[config.mk]
export PLATFORM = sky130hd
export DESIGN_NAME = vga_sync_gen
export DESIGN_NICKNAME = d
export VERILOG_FILES = /design/src/rtl/vga_sync_gen.sv
export SDC_FILE = /design/constraint.sdc
export NUM_CORES = 1
export LEC_CHECK = 0
export CAP_MARGIN = 10
export CORE_UTILIZATION = 55
export CTS_CLUSTER_DIAMETER = 100
export DETAILED_ROUTE_END_ITERATION = 12
export HOLD_SLACK_MARGIN = 0.06
export PLACE_DENSITY_LB_ADDON = 0.2
export SLEW_MARGIN = 20
export SYNTH_ARGS = -nofsm -noshare
export SYNTH_HDL_FRONTEND = slang
export SYNTH_SLANG_ARGS = --single-unit
[constraint.sdc]
create_clock -name clk -period 6 [get_ports clk]
set_input_delay 1.2 -clock clk [delete_from_list [all_inputs] [get_ports clk]]
set_output_delay 1.2 -clock clk [all_outputs]
set_load 0.02 [all_outputs]
[src/rtl/vga_sync_gen.sv]
// Raster timing generator. It divides the system clock down to a pixel tick, steps
// the horizontal and vertical counters, and drives active-low hsync/vsync plus a
// visible-area flag. The default timing is 640x480@60 from a 50 MHz clock.
// Every output is a flop. hsync, vsync and video_on are decoded from the next-state
// counter values, so they change in the same clock as addrH/addrV.

module vga_sync_gen #(
    parameter int CLK_DIV   = 2,
    parameter int H_DISPLAY = 640,
    parameter int H_FRONT   = 16,
    parameter int H_SYNC    = 96,
    parameter int H_BACK    = 48,
    parameter int V_DISPLAY = 480,
    parameter int V_FRONT   = 10,
    parameter int V_SYNC    = 2,
    parameter int V_BACK    = 33
) (
    input  logic       clk,
    input  logic       rst_n,
    input  logic       en,
    output logic [9:0] addrH,
    output logic [9:0] addrV,
    output logic       hsync,
    output logic       vsync,
    output logic       video_on,
    output logic       pixel_tick,
    output logic       frame_start
);

    localparam int H_TOTAL  = H_DISPLAY + H_FRONT + H_SYNC + H_BACK;
    localparam int V_TOTAL  = V_DISPLAY + V_FRONT + V_SYNC + V_BACK;
    localparam int HS_START = H_DISPLAY + H_FRONT;
    localparam int HS_END   = HS_START + H_SYNC;
    localparam int VS_START = V_DISPLAY + V_FRONT;
    localparam int VS_END   = VS_START + V_SYNC;

    // A divider of width 1 is still kept when CLK_DIV is 1, so the logic below has
    // only one shape. In that case it sits at 0, which is also the last phase.
    localparam int DW = (CLK_DIV > 1) ? $clog2(CLK_DIV) : 1;

    localparam logic [DW-1:0] DIV_LAST = DW'(CLK_DIV - 1);
    localparam logic [9:0]    H_LAST   = 10'(H_TOTAL - 1);
    localparam logic [9:0]    V_LAST   = 10'(V_TOTAL - 1);
    localparam logic [9:0]    H_VIS    = 10'(H_DISPLAY);
    localparam logic [9:0]    V_VIS    = 10'(V_DISPLAY);
    localparam logic [9:0]    HS_LO    = 10'(HS_START);
    localparam logic [9:0]    HS_HI    = 10'(HS_END);
    localparam logic [9:0]    VS_LO    = 10'(VS_START);
    localparam logic [9:0]    VS_HI    = 10'(VS_END);

    logic [DW-1:0] div_q;
    logic [DW-1:0] div_d;
    logic          adv;
    logic          h_end;
    logic          v_end;
    logic [9:0]    h_d;
    logic [9:0]    v_d;
    logic          hs_d;
    logic          vs_d;
    logic          vo_d;

    // Next divider phase and next counter values. Enable gates everything.
    // The ">=" compares make any out-of-range state fall back into the legal range.
    always_comb begin
        adv   = en && (div_q >= DIV_LAST);
        h_end = (addrH >= H_LAST);
        v_end = (addrV >= V_LAST);
        div_d = div_q;
        h_d   = addrH;
        v_d   = addrV;
        if (en) begin
            div_d = adv ? '0 : div_q + DW'(1);
        end
        if (adv) begin
            if (h_end) begin
                h_d = '0;
                v_d = v_end ? '0 : addrV + 10'd1;
            end else begin
                h_d = addrH + 10'd1;
            end
        end
    end

    // Decode sync and visible area from the next counter values, not the current ones.
    always_comb begin
        hs_d = !((h_d >= HS_LO) && (h_d < HS_HI));
        vs_d = !((v_d >= VS_LO) && (v_d < VS_HI));
        vo_d = (h_d < H_VIS) && (v_d < V_VIS);
    end

    // Raster state and registered outputs. While en is low all of it holds, and the
    // two strobes are forced low.
    always_ff @(posedge clk or negedge rst_n) begin
        if (!rst_n) begin
            div_q       <= '0;
            addrH       <= '0;
            addrV       <= '0;
            hsync       <= 1'b1;
            vsync       <= 1'b1;
            video_on    <= 1'b1;
            pixel_tick  <= 1'b0;
            frame_start <= 1'b0;
        end else if (en) begin
            div_q       <= div_d;
            addrH       <= h_d;
            addrV       <= v_d;
            hsync       <= hs_d;
            vsync       <= vs_d;
            video_on    <= vo_d;
            // The tick is high for the whole cycle in which the divider sits on its
            // last phase. The counter advance happens at the end of that cycle.
            pixel_tick  <= (div_d == DIV_LAST);
            frame_start <= adv && h_end && v_end;
        end else begin
            pixel_tick  <= 1'b0;
            frame_start <= 1'b0;
        end
    end

endmodule

* After elaboration in Yosys (flattened, before gate mapping)
Cells that the tools add are included.
** Cells by class
- Add/subtract/negate cells :: 3
- Magnitude comparators :: 9
- Reductions and logical operators :: 8
- Multiplexer cells :: 8
** Operator list (count)
- $mux W10 :: 5
- $ge A10 B10 Y1 const B :: 3
- $add A10 B1 Y10 const B :: 2
- $lt A10 B10 Y1 const B :: 2
- $lt A10 B9 Y1 const B :: 2
- $ge A10 B9 Y1 const B :: 1
- $logic_and A1 B1 Y1 :: 6
- $mux W1 :: 3
- $logic_not A1 Y1 :: 2
- $add A1 B1 Y1 const B :: 1
- $ge A1 B1 Y1 const B :: 1
** Word-level totals
- Register bits :: 26
- Input bits :: 3
- Output and inout port bits :: 25

* Depth between registers and ports, before layout
- Depth in word-level cells :: 7
- Mapped depth :: 8
- Mapped depth without buffers :: 7

* Worst setup path after synthesis
No wires, ideal clock.
- Kind :: input to register
- From :: input en
- To :: register video_on
- Data arrival time :: 2.495 ns
- Stages on the path :: 7
- Path slack :: 3.411 ns
- Path through :: clkbuf_1 -> nand2_1 -> nor2_1 -> nand4_1 -> xor2_1 -> a221oi_1 -> o32ai_1
** On the way
- Longest elaborated chain between the ends :: 4
- Elaborated cells between the ends (all ways) :: 6
** RTL lines
- start: declaration :: line 20 : input logic en,
- $logic_and A1 B1 Y1 :: line 65 : adv = en && (div_q >= DIV_LAST);
- $mux W10 :: line 74 : if (adv) begin
- $lt A10 B10 Y1 / $lt A10 B9 Y1 (equally long branches) :: line 88 : vo_d = (h_d < H_VIS) && (v_d < V_VIS);
- $logic_and A1 B1 Y1 :: line 88
- end signal: assignment :: line 109 : video_on <= vo_d;
- end: declaration :: line 25 : output logic video_on,
Several ways; a longest one is shown, not always the timed one.
A chain may end at the register's enable or synchronous reset.

* Worst setup path after layout
Same ends and word-level chain as after synthesis.

==> reports/metrics.yaml <==
max_cap_viol_count: 0
wl_um: 3190
layout.nets: 196
die_x_um: 54.2
synth.distinct_cells: 44
finalHoldViolCount: 0
cts_tree: "done"
seq_area_frac_synth_pct: 43.7
critPathMaxFanout: 16
max_stage_delay_ns: 0.67
top_usage_layer: "met1"
ys.flop_type: "dfrtp_1"
total_power_mw: 0.427
grt_pass1_vias: 1080
cts_buffer_depth: 2
cp.depth: 7
power.leakage_nw: 0.699
switchingPower_mw: 0.147
wl_per_cell_um: 14.6
grt_start_max_net_pins: 27
drt.antenna.violating_nets: 0
grtUsageMet3_pct: 4.52
worst-path-buf-inv: 1
ios: 28
ys_ff_latch: 26
worstPathCellList: "clkdlybuf4s50_1 -> nand4_1 -> a21oi_2 -> nand4_1 -> xor2_1 -> nor3b_2 -> o32ai_1"
setup_viol: 0
use_met2_pct: 32.9
netlist.area_leader.share_pct: 38.4
path_class: "input pin to flop"
grt_usage_pct: 23.9
cts-resized-gates: 0
clock-sinks: 26
synth-edff-count: 0
final_area_mm2: 0.00179
vias: 1319
dp_hpwl_um: 2310
period_share_pct: 55.4
num_rows: 18
slowest_stage: "clkdlybuf4s50_1"
numCtsBuffers: 3
drc: 0
fin_tns_setup_ns: 0
power_switching_share_pct: 34.5
status: "completed"
cts_hold_buf: 0
worstMarginPinSlew_ns: 0.737
grt_use_met1_pct: 35.3
fp.dieArea_mm2: 0.00294
irDropWorstVdd_mv: 0.275
drive_above_1_share_pct: 7.41
synth.area.top_cells: "dfrtp_1 (38%), dfstp_2 (5.3%), nand2_1 (5.0%)"
worstSetupEndpointType: "flop"
yosys_warnings: 0
first_pass_iters: 4
synth_nets: 172
crit_top_cell: "nand4_1"
fin_skew_ns: 0.00226
port_buffers: 27
min_period_ns: 3.32
slew_violations: 0
clock_latency_ns: 0.33
synthToLayoutAreaGrowth_pct: 19.2
postCtsSetupBuffers: 0
cellInternalPower_mw: 0.279
netlist_area_mm2: 0.00150
seqPwrFrac_pct: 53.7
synth_commonest_cells: "dfrtp_1 (23), nand2_1 (20), o21ai_0 (15)"
first_iter_violations: 47
diodes: 0
gp_congestion: 0.917
core_area_mm2: 0.00252
cp.arrival_ns: 3.56
worstPathRequired_ns: 6.24
avgSynthCellArea_um2: 9.03
crit_family: "compound AO/OA/AOI/OAI gates"
synth_area_leader_cell: "dfrtp_1"
clk_pin_slew_ns: 0.14
comb_power_share_pct: 27.8
whs_path_depth: 2
hp-class: "flop to flop"
max_freq_mhz: 301
start_util_pct: 59.4
grt_pass1_wl_um: 4950
rsz0062_at_grt: "no"
placed_area_mm2: 0.00177
grt-ovfl-total: 0
power_density_mw_per_mm2: 239
synthCells: 166
yosys.cell_count.top_type: "dfrtp_1"
die_h_um: 54.2
rr_worst_depth: 7
cts-root-buf: "clkbuf_4"
via_per_inst: 6.02
synthArstFlopShare_pct: 100
p_clk_share_pct: 18.5
slew_headroom_pct: 50.8
antenna_found_initial: 0
crit_path_start_kind: "input pin"
cts_htree_levels: 1
[sequential cells by signal, summed over array words and instances, names as in the netlist]
| signal | cells |
|---|---|
| div_q | 1 |
| video_on | 1 |
| frame_start | 1 |
| hsync | 1 |
| addrH | 10 |
| pixel_tick | 1 |
| vsync | 1 |
| addrV | 10 |
[kinds of logic (layout without fill, tap and decap cells)]
family | Yosys count | count (layout) | synth area share [%]
buf+inv | 11 | 34 | 3.51
mux | 1 | 1 | 0.751
fa+ha+maj | 3 | 3 | 2.50
xor+xnor | 11 | 11 | 6.43
simple gates | 72 | 72 | 25.7
compound gates | 42 | 42 | 17.4
flops | 26 | 26 | 43.7
[layout by cell type, fill, tap and decap left out, types with 6 or more instances in the layout]
master	count
o21ai_0	15
clkdlybuf4s50_1	26
dfrtp_1	23
nor2_1	14
nand3_1	9
nand4_1	6
xor2_1	7
a21oi_1	6
nand2_1	20
[worst min-delay path: stages, from the launching register on]
cell     delay, ns
dfstp_2       0.40
nor2_1        0.08
a31oi_1       0.04
[final timing paths]
kind / start / endpoint / slack (ns)
min in group asynchronous: rst_n / addrH[8]$_DFFE_PN0P_ / 0.84
max reg2reg: addrH[1]$_DFFE_PN0P_ / video_on$_DFFE_PN1P_ / 3.58
min: hsync$_DFFE_PN1P_ / hsync$_DFFE_PN1P_ / 0.50
min reg2reg: hsync$_DFFE_PN1P_ / hsync$_DFFE_PN1P_ / 0.50
max in group asynchronous: rst_n / hsync$_DFFE_PN1P_ / 4.78
max: en / video_on$_DFFE_PN1P_ / 2.68
[area by class of cell]
type                            instances  area (µm²)
Timing Repair Buffer                   27         265
Tap cell                               30        37.5
Multi-Input combinational cell        129         792
Fill cell                             204         736
Sequential cell                        26         654
Clock buffer                            4        26.3
Inverter                                3        11.3
[metal layers]
metal / part of all wire [%] / wire length, µm
met2: 44 / 1410
met1: 48 / 1540
met4: 2.2 / 70
met5: 0 / 0
met3: 5.3 / 169
[per-stage QoR]
step	hold slack [ns]	cells	setup WS (ns)	utilization, %
3_3_place_gp	0.478	215	2.48	70.0
4_1_cts	0.507	219	2.66	71.0
5_1_grt	0.531	219	2.53	70.8
2_1_floorplan	0.490	166	3.41	-
3_5_place_dp	0.488	215	2.33	70.0
6_report	0.504	219	2.68	70.8
[power groups by stage]
stage | logic, mW | clock network [mW] | registers [mW]
floorplan | 0.0508 | 0 | 0.245
global placement | 0.117 | 0 | 0.230
detailed placement | 0.119 | 0 | 0.232
CTS | 0.120 | 0.0809 | 0.228
global route | 0.131 | 0.0877 | 0.234
finish | 0.119 | 0.0791 | 0.229
Note: power is estimated with default switching activity, not from simulation.
